--- src/rtl/game_pkg.sv ---
`timescale 1ns/1ps
// Shared definitions for the paddle controller.
// Holds the parameter defaults, the encoder code encodings, the controller
// FSM state enum and the move-direction enum used by paddle_position_ctrl.
package game_pkg;

  localparam int unsigned POS_W        = 10;
  localparam int unsigned X_MIN_DEF    = 0;
  localparam int unsigned X_MAX_DEF    = 560;
  localparam int unsigned X_INIT_DEF   = 280;
  localparam int unsigned STEP_DEF     = 4;
  localparam int unsigned STEP_MAX_DEF = 32;
  localparam int unsigned ACC_WIN_DEF  = 25_000_000;

  // Encoder code = {right, left}.
  localparam logic [1:0] CODE_IDLE  = 2'b00;
  localparam logic [1:0] CODE_CCW   = 2'b01;
  localparam logic [1:0] CODE_CW    = 2'b10;
  localparam logic [1:0] CODE_PRESS = 2'b11;

  typedef enum logic [1:0] {
    ST_IDLE,
    ST_MOVE,
    ST_PRESS
  } state_e;

  typedef enum logic [1:0] {
    DIR_NONE,
    DIR_CCW,
    DIR_CW
  } dir_e;

endpackage

--- src/rtl/sync_2ff.sv ---
`timescale 1ns/1ps
// Two flip-flop synchronizer for asynchronous level inputs.
// Ports:
//   clk  - destination clock
//   rst  - asynchronous active-low reset, clears both stages
//   d    - asynchronous input levels
//   q    - synchronized levels, two clk edges behind d
module sync_2ff #(
  parameter int unsigned WIDTH = 2
) (
  input  logic             clk,
  input  logic             rst,
  input  logic [WIDTH-1:0] d,
  output logic [WIDTH-1:0] q
);

  logic [WIDTH-1:0] meta;

  // NOTE: sequential state uses non-blocking assignments so every flop
  // samples the pre-edge value of its source, independent of block order.
  always_ff @(posedge clk or negedge rst) begin
    if (!rst) begin
      meta <= '0;
      q    <= '0;
    end else begin
      meta <= d;
      q    <= meta;
    end
  end

endmodule

--- src/rtl/paddle_position_ctrl.sv ---
`timescale 1ns/1ps
// Rotary-encoder paddle position controller.
// Turns encoder detents into clamped paddle moves with same-direction
// acceleration, and the encoder push-switch into a fire pulse.
// Pipeline: sync (2 edges) -> event register -> FSM -> registered outputs,
// so outputs update on the 4th clk edge after the edge that first samples
// new input levels.
// Ports:
//   clk   - system clock
//   rst   - asynchronous active-low reset
//   left  - encoder CCW level (asynchronous)
//   right - encoder CW level (asynchronous)
//   en    - game running; events are dropped while low
//   pos   - paddle x position
//   moved - one-cycle pulse when pos changes
//   fire  - one-cycle pulse on switch press
module paddle_position_ctrl
  import game_pkg::*;
#(
  parameter int unsigned X_MIN    = X_MIN_DEF,
  parameter int unsigned X_MAX    = X_MAX_DEF,
  parameter int unsigned X_INIT   = X_INIT_DEF,
  parameter int unsigned STEP     = STEP_DEF,
  parameter int unsigned STEP_MAX = STEP_MAX_DEF,
  parameter int unsigned ACC_WIN  = ACC_WIN_DEF
) (
  input  logic             clk,
  input  logic             rst,
  input  logic             left,
  input  logic             right,
  input  logic             en,
  output logic [POS_W-1:0] pos,
  output logic             moved,
  output logic             fire
);

  localparam int unsigned GAP_W = $clog2(ACC_WIN + 1);

  localparam logic [POS_W-1:0] X_MIN_P    = POS_W'(X_MIN);
  localparam logic [POS_W-1:0] X_MAX_P    = POS_W'(X_MAX);
  localparam logic [POS_W-1:0] X_INIT_P   = POS_W'(X_INIT);
  localparam logic [POS_W-1:0] STEP_P     = POS_W'(STEP);
  localparam logic [POS_W-1:0] STEP_MAX_P = POS_W'(STEP_MAX);
  localparam logic [POS_W:0]   STEP_MAX_W = (POS_W+1)'(STEP_MAX);
  localparam logic [GAP_W-1:0] ACC_WIN_G  = GAP_W'(ACC_WIN);

  logic [1:0]       code;
  logic [1:0]       code_prev;
  logic [1:0]       evt_code;
  logic             evt_q;

  state_e           state_q, state_d;
  dir_e             cur_dir, last_dir;

  logic [POS_W-1:0] step_reg, step_use, pos_next;
  logic [GAP_W-1:0] gap_cnt;
  logic [POS_W:0]   step_dbl, sum;
  logic signed [POS_W:0] diff;

  sync_2ff #(.WIDTH(2)) u_sync (
    .clk (clk),
    .rst (rst),
    .d   ({right, left}),
    .q   (code)
  );

  // Event fires once per change to a non-idle code; a held code stays quiet.
  // The edge register keeps tracking even while events are being dropped.
  always_ff @(posedge clk or negedge rst) begin
    if (!rst) begin
      code_prev <= CODE_IDLE;
      evt_code  <= CODE_IDLE;
      evt_q     <= 1'b0;
    end else begin
      code_prev <= code;
      evt_code  <= code;
      evt_q     <= (code != code_prev) && (code != CODE_IDLE);
    end
  end

  always_ff @(posedge clk or negedge rst) begin
    if (!rst) state_q <= ST_IDLE;
    else      state_q <= state_d;
  end

  // NOTE: combinational blocks assign every output a default first, so no
  // path leaves a signal unassigned and no latch is inferred.
  always_comb begin
    state_d = state_q;
    unique case (state_q)
      ST_IDLE: begin
        if (evt_q && en) begin
          case (evt_code)
            CODE_PRESS:        state_d = ST_PRESS;
            CODE_CCW, CODE_CW: state_d = ST_MOVE;
            default:           state_d = ST_IDLE;
          endcase
        end
      end
      ST_MOVE, ST_PRESS: state_d = ST_IDLE;
      default:           state_d = ST_IDLE;
    endcase
  end

  // Step selection and clamped position update. 11-bit arithmetic keeps
  // the CCW underflow negative and the CW overflow above X_MAX.
  always_comb begin
    step_dbl = {step_reg, 1'b0};
    step_use = STEP_P;
    if ((last_dir == cur_dir) && (gap_cnt < ACC_WIN_G)) begin
      step_use = (step_dbl > STEP_MAX_W) ? STEP_MAX_P : step_dbl[POS_W-1:0];
    end
    diff = $signed({1'b0, pos}) - $signed({1'b0, step_use});
    sum  = {1'b0, pos} + {1'b0, step_use};
    if (cur_dir == DIR_CCW) begin
      pos_next = (diff < $signed({1'b0, X_MIN_P})) ? X_MIN_P : diff[POS_W-1:0];
    end else begin
      pos_next = (sum > {1'b0, X_MAX_P}) ? X_MAX_P : sum[POS_W-1:0];
    end
  end

  // Outputs are registered at the end of the MOVE/PRESS cycle, so a reset
  // during that cycle aborts the pulse.
  always_ff @(posedge clk or negedge rst) begin
    if (!rst) begin
      pos      <= X_INIT_P;
      moved    <= 1'b0;
      fire     <= 1'b0;
      step_reg <= STEP_P;
      gap_cnt  <= ACC_WIN_G;
      last_dir <= DIR_NONE;
      cur_dir  <= DIR_NONE;
    end else begin
      moved <= 1'b0;
      fire  <= 1'b0;
      if ((state_q == ST_IDLE) && (state_d == ST_MOVE)) begin
        cur_dir <= (evt_code == CODE_CCW) ? DIR_CCW : DIR_CW;
      end
      if (state_q == ST_MOVE) begin
        pos      <= pos_next;
        moved    <= (pos_next != pos);
        step_reg <= step_use;
        last_dir <= cur_dir;
        gap_cnt  <= '0;
      end else if (gap_cnt != ACC_WIN_G) begin
        gap_cnt <= gap_cnt + 1'b1;
      end
      if (state_q == ST_PRESS) fire <= 1'b1;
    end
  end

endmodule
--- config.mk ---
export PLATFORM = sky130hd
export DESIGN_NAME = paddle_position_ctrl
export DESIGN_NICKNAME = d
export VERILOG_FILES = /design/src/rtl/game_pkg.sv /design/src/rtl/sync_2ff.sv /design/src/rtl/paddle_position_ctrl.sv
export SDC_FILE = /design/constraint.sdc
export NUM_CORES = 1
export LEC_CHECK = 0
export CORE_UTILIZATION = 55
export CTS_CLUSTER_SIZE = 40
export DETAILED_ROUTE_END_ITERATION = 6
export PLACE_DENSITY = 0.84
export SYNTH_ARGS = -nofsm -noshare
export SYNTH_HDL_FRONTEND = slang
export SYNTH_HIERARCHICAL = 1
export SYNTH_SLANG_ARGS = --single-unit
--- constraint.sdc ---
create_clock -name clk -period 4.6 [get_ports clk]
set_input_delay 0.69 -clock clk [delete_from_list [all_inputs] [get_ports clk]]
set_output_delay 0.69 -clock clk [all_outputs]
set_load 0.03 [all_outputs]
==> flow_summary.yaml, run 1 <==
drt:
  met1_length_um: 3650
  wl_met2_um: 4080
  vias: 3085
  wirelength_um: 8220
  wl_per_cell_um: 15.3
  drt_first_pass_iters: 4
  dr.max_layer_used: "met4"
  drcViolationCount: 0
  antenna_left: 0
  wl_met3_um: 265
  drt_iter0_drc: 159
  via_per_inst: 5.73
die:
  ioPinCount: 17
  start_util_pct: 57.3
  die_w_um: 83.3
  rows: 29
  coreArea_um2: 6350
  die_h_um: 83.3
  die_area_um2: 6940
grt:
  grt_pass1_wl_um: 13800
  antenna_found_initial: 0
  grt_pass1_vias: 3002
  grt_max_degree: 59
  grt.total_usage_pct: 25.0
  gr-total-overflow: 0
layout:
  diodes: 0
  postLayoutCellArea_um2: 4440
  largest_register_ffs: 25
  drive_above_1_share_pct: 20.8
  area_growth_syn_to_layout_pct: 22.0
  fin_nets: 484
setup_path:
  cp_common_cell: "or4_4"
  cp.required_ps: 4760
  crit_path_max_fanout: 4
  crit_path_cell_trace: "or4_4 > o21bai_1 > a21oi_1 > a2111oi_2 > buf_4 > inv_2 > nor4b_4 > buf_4 > nand2_4 > fa_2 > o21ba_1 > or4_4 > nand2_4 > xor2_2 > a41o_1 > o2111ai_1 > or4_4 > nor4_4 > a41oi_1"
  critPathBufInv: 3
  r2r_slack_ps: -120
  cp-start-kind: "flip-flop"
  critPathCaptureType: "flip-flop"
  cpPeakStageDelay_ps: 550
  cp_data_arrival_time_ps: 4880
  r2r_start: "gap_cnt[9]"
  critPathKind: "reg2reg"
  worstReg2RegEnd: "moved"
  cp_top_family: "simple AND/OR/NAND/NOR gates"
  slowest_stage: "or4_4"
  r2r_cells: 19
power:
  internal-power_mw: 1.72
  combPwrFrac_pct: 60.1
  p_sw_mw: 1.24
  p_per_area_nw_per_um2: 666
  p_seq_share_pct: 24.9
  peakVddDrop_mv: 0.492
  p_leak_nw: 1.98
  clkPwrFrac_pct: 15.0
  swShare_pct: 41.9
sta:
  worst_hold_slack_ps: 352
  hold_viol: 0
  fin_skew_ps: 3.48
  max_freq_mhz: 212
  worst_slack_ps: -119
  slew_viol_final: 0
  fin_crit_sh_pct: 103
  slew_headroom_pct: 42.5
  setup_viol: 1
  worst_slew_pin_slew_ps: 861
  rsz0062_at_grt: "true"
  min_period_ps: 4720
synth:
  synth-async-reset-ratio_pct: 100
  synth-edff-count: 0
  yosysSeqAreaShare_pct: 40.4
  ys.flop_type: "dfrtp_1"
  ys_ff_latch: 58
  synth_area_um2: 3640
  synth_area_leaders: "dfrtp_1 (29%), dfstp_2 (12%), ha_1 (6.9%), xor2_1 (4.3%), nor2_1 (4.0%)"
  postSynthCellCount: 400
  ys_types: 66
  avgSynthCellArea_um2: 9.10
  synth_warnings: 6
  yosysTopAreaCell: "dfrtp_1"
  netlist.area_leader.share_pct: 28.9
worst_hold_path:
  hold_depth: 0
  min_to: "u_sync/q[1]"
  min_path_type: "reg2reg"
  hold_start: "u_sync/meta[1]"
placement:
  place.port_buffers: 16
  post_dp_cell_area_um2: 4150
  gp_congestion: 0.924
  place_hpwl_um: 5960
clocking:
  clkLatencyLatePin_ps: 330
  clk_path_buf_depth: 2
  cts-htree-levels: 3
  numCtsBuffers: 9
  cts_sinks: 58
  clockRootBuffer: "clkbuf_8"
  cts_tree: "yes"
  clk_pin_slew_ps: 60
run:
  cap_violations: 0
run_status:
  violations: "setup timing"
  status: "finished, violations left"
-- layer usage --
layer	GRT usage, %	vias to the layer above
li1	-	1495
met4	10.7	0
met3	3.38	16
met5	0	-
met2	41.5	63
met1	33.0	1511
-- worst max-delay path by stage --
stage | depth (start not counted) | slack (ps) | endpoint | startpoint
floorplan | 17 | 20 | moved | gap_cnt[9]
global route | 19 | -330 | moved | gap_cnt[9]
detailed placement | 19 | -230 | moved | gap_cnt[9]
finish | 19 | -120 | moved | gap_cnt[9]
global placement | 19 | -120 | moved | gap_cnt[9]
CTS | 19 | -160 | moved | gap_cnt[9]
-- cell usage in the layout, fill, tap and decap left out, drive strengths merged, types with 7 or more instances in the layout --
master and instances:
nand2 36, xnor2 13, clkbuf 12, nor2 40
o21ai 27, or3 7, ha 20, dfstp 16
buf 38, nor3 8, inv 23, nand3 13
clkdlybuf4s50 15, conb 8, and2 8, xor2 19
nor2b 13, a21oi 17, dfrtp 42
-- timing repair --
action / 4_1_cts / 5_1_grt
hold buffers: 0 / 0
buffers inserted: 0 / 1
resized for setup: 3 / 15
endpoints found under the setup margin: 4 / 7
-- synth_stat cells, types with 13 or more instances --
library cell / instances
nor2b_1: 13
nand3_1: 13
a21oi_1: 17
dfstp_2: 16
ha_1: 20
xnor2_1: 13
o21ai_0: 23
inv_1: 21
nor2_1: 39
dfrtp_1: 42
xor2_1: 18
nand2_1: 36
-- cell families after synthesis --
family	Yosys count	share of synthesized area, %
AND/OR/NAND/NOR	162	23.2
AO/OA/AOI/OAI	84	15.2
flip-flops	58	40.4
buffers and inverters	36	3.92
XOR/XNOR	32	7.91
adder cells (fa/ha/maj)	22	7.98
multiplexers	4	1.13
other	2	0.206
-- through the flow --
stage	power (mW)	setup WS (ps)	util (%)	cells	TNS, ps
final	2.96	-119	69.9	538	-119
after global routing	3.16	-335	69.9	538	-338
after CTS	2.83	-164	68.5	537	-164
after detailed placement	2.35	-229	65.3	522	-475
after global placement	2.32	-123	65.3	522	-123
after floorplan	1.74	20.5	-	406	0
-- area by class of cell --
type,count,area [um^2]
Clock buffer,12,145
Clock inverter,3,40.0
Fill cell,473,1910
Inverter,23,86.3
Multi-Input combinational cell,312,2170
Sequential cell,58,1470
Tap cell,77,96.3
Timing Repair Buffer,53,433
-- worst reg2reg max path, stage by stage, from the launching register on --
cell and delay, ps:
dfrtp_1 370, or4_4 530, o21bai_1 130, a21oi_1 90, a2111oi_2 250, buf_4 180
inv_2 40, nor4b_4 260, buf_4 160, nand2_4 70, fa_2 370, o21ba_1 200
or4_4 450, nand2_4 100, xor2_2 150, a41o_1 240, o2111ai_1 140, or4_4 550
nor4_4 130, a41oi_1 130
-- power by group through the flow --
stage	registers (mW)	logic (mW)	clock network (mW)
floorplan	0.771	0.969	0
CTS	0.730	1.64	0.453
global placement	0.728	1.60	0
finish	0.737	1.78	0.443
detailed placement	0.737	1.61	0
global route	0.754	1.93	0.473
No activity file was read; power rests on OpenSTA's default activity.
==> run 2, diff against run 1 <==
--- a/config.mk
+++ b/config.mk
@@ -8,8 +8,8 @@
 export CORE_UTILIZATION = 55
 export CTS_CLUSTER_SIZE = 40
 export DETAILED_ROUTE_END_ITERATION = 6
-export PLACE_DENSITY = 0.84
+export PLACE_DENSITY = 0.83
+export SETUP_SLACK_MARGIN = 0.3
 export SYNTH_ARGS = -nofsm -noshare
 export SYNTH_HDL_FRONTEND = slang
-export SYNTH_HIERARCHICAL = 1
 export SYNTH_SLANG_ARGS = --single-unit
==> flow_summary.yaml, run 2 <==
run_status:
  status: "finished, violations left"
  violations: "DRC"
synth:
  muxShareOfSynthArea_pct: 1.41
  postSynthCellCount: 420
  yosysSeqAreaShare_pct: 39.3
  synth-edff-count: 0
  yosys.area_share.xor_xnor_pct: 7.96
  synth_compound_area_share_pct: 14.7
  avgSynthCellArea_um2: 8.90
  netlist.area_leader.share_pct: 28.1
  synth_fa_ha_area_share_pct: 7.76
  synth_area_leaders: "dfrtp_1 (28%), dfstp_2 (11%), ha_1 (6.7%), xor2_1 (5.2%), nor2_1 (4.6%)"
  ys_ff_latch: 58
  ys.flop_type: "dfrtp_1"
  yosysTopAreaCell: "dfrtp_1"
  synth_warnings: 0
  yosysMostFrequentCell: "nor2_1"
  synthSimpleGateAreaFrac_pct: 24.8
  synth_area_um2: 3740
  ys_types: 67
  synthTopCellsByCount: "nor2_1 (46), nand2_1 (45), dfrtp_1 (42), o21ai_0 (22), xor2_1 (22)"
  synth_top_family_by_area: "simple AND/OR/NAND/NOR gates"
  synth-async-reset-ratio_pct: 100
power:
  power_mw: 2.84
  p_per_area_nw_per_um2: 630
  peakVddDrop_mv: 0.472
  p_leak_nw: 1.99
drt:
  drt_first_pass_iters: 7
  wirelength_um: 8690
  antenna_left: 0
  via_per_inst: 6.00
  vias: 3233
  drt_iter0_drc: 188
  wl_per_cell_um: 16.1
  drcViolationCount: 1
clocking:
  clk_pin_slew_ps: 70
  clkLatencyLatePin_ps: 340
  clk_path_buf_depth: 2
  cts_tree: "yes"
  clockRootBuffer: "clkbuf_8"
  cts_sinks: 58
  numCtsBuffers: 9
  cts-htree-levels: 3
  cts_hold_buf: 0
layout:
  mostFrequentLayoutCells: "nor2_1 (45), nand2_1 (43), dfrtp_1 (42), xor2_1 (22), buf_4 (21)"
  area_growth_syn_to_layout_pct: 20.4
  fin_util_pct: 69.7
  layout_commonest_cell: "nor2_1"
  diodes: 0
  fin_nets: 484
  postLayoutCellArea_um2: 4500
  drive_above_1_share_pct: 21.2
  largest_register_ffs: 25
die:
  die_area_um2: 7130
  die_h_um: 84.5
  rows: 29
  ioPinCount: 17
  start_util_pct: 57.9
  die_w_um: 84.5
  coreArea_um2: 6460
sta:
  max_freq_mhz: 236
  fin_crit_sh_pct: 92.2
  hold_viol: 0
  worst_slew_pin_slew_ps: 773
  rsz0062_at_grt: "true"
  setup_viol: 0
  slew_headroom_pct: 48.5
  fin_skew_ps: 6.58
  slew_viol_final: 0
  setup_tns_ps: 0
  min_period_ps: 4240
worst_hold_path:
  min_to: "u_sync.q[1]"
  hold_depth: 0
  min_path_type: "reg2reg"
  hold_start: "u_sync.meta[1]"
setup_path:
  cp_data_arrival_time_ps: 4410
  crit_path_max_fanout: 5
  r2r_start: "gap_cnt[10]"
  cp.required_ps: 4770
  worstReg2RegEnd: "moved"
  critPathKind: "reg2reg"
  critPathCaptureType: "flip-flop"
  r2r_cells: 18
  r2r_slack_ps: 360
  cp-start-kind: "flip-flop"
  crit_start: "gap_cnt[10]"
grt:
  grt.total_usage_pct: 24.1
  antenna_found_initial: 0
  grt_pass1_vias: 2997
  grt_pass1_wl_um: 13600
  grt_max_degree: 59
  gr-total-overflow: 0
placement:
  place_hpwl_um: 5600
  place.port_buffers: 16
  gp_congestion: 0.931
  post_dp_cell_area_um2: 3990
run:
  cap_violations: 0
run 2: logic make-up after synthesis:
logic type	count (synthesis)
other cells	2
mux	5
compound gates	83
xor+xnor	34
flops	58
fa+ha+maj	22
simple gates	180
buf+inv	36
run 2: worst max-delay path, cell delays in order, from the launching register on:
cell	delay (ps)
dfrtp_1	400
or4_4	520
o21bai_1	180
a21oi_2	80
o21ai_2	210
nand3_2	170
nor2_4	180
nand2_4	110
ha_4	260
nor2b_4	130
o21ai_4	180
a21oi_2	80
o41ai_2	370
buf_4	210
xnor2_4	130
a311oi_2	130
a221o_1	290
nor4_2	290
a41oi_1	140
run 2: power breakdown:
group          switching, mW  internal, mW  leakage [nW]  total (mW)
registers              0.120         0.600         0.714       0.720
logic                  0.895         0.745          1.17        1.64
clock network          0.200         0.276         0.105       0.476
total                   1.21          1.62          1.99        2.84
run 2: cell type report:
cell class                      instances  area [um^2]
Multi-Input combinational cell        332         2350
Fill cell                             478         1960
Sequential cell                        58         1470
Timing Repair Buffer                   37          313
Clock buffer                           11          151
Tap cell                               77         96.3
Inverter                               19         71.3
Clock inverter                          5         52.6
run 2: through the flow:
step           hold slack (ps)  worst slack [ps]  std cells
2_1_floorplan              331               592        426
3_3_place_gp               344               109        508
3_5_place_dp               346              29.6        508
4_1_cts                    360               328        526
5_1_grt                    367               133        539
6_report                   355               358        539
run 2: worst max-delay path by stage:
stage,cells after the start,to
floorplan,17,moved
global placement,17,moved
detailed placement,17,moved
CTS,17,moved
global route,17,moved
finish,18,moved
run 2: routing by layer:
| layer | GRT usage [%] | share of wire [%] | wire length [um] | up-vias |
|---|---|---|---|---|
| met5 | 0 | 0 | 0 | - |
| li1 | - | - | - | 1520 |
| met1 | 30.6 | 42 | 3680 | 1597 |
| met2 | 40.2 | 51 | 4420 | 100 |
| met4 | 9.55 | 2.0 | 175 | 0 |
| met3 | 5.60 | 4.9 | 422 | 16 |
run 2: repair_timing:
action,in CTS,in global routing
setup buffers,2,13
endpoints found under the setup margin,3,6
pin swaps,1,20
resized for setup,8,35
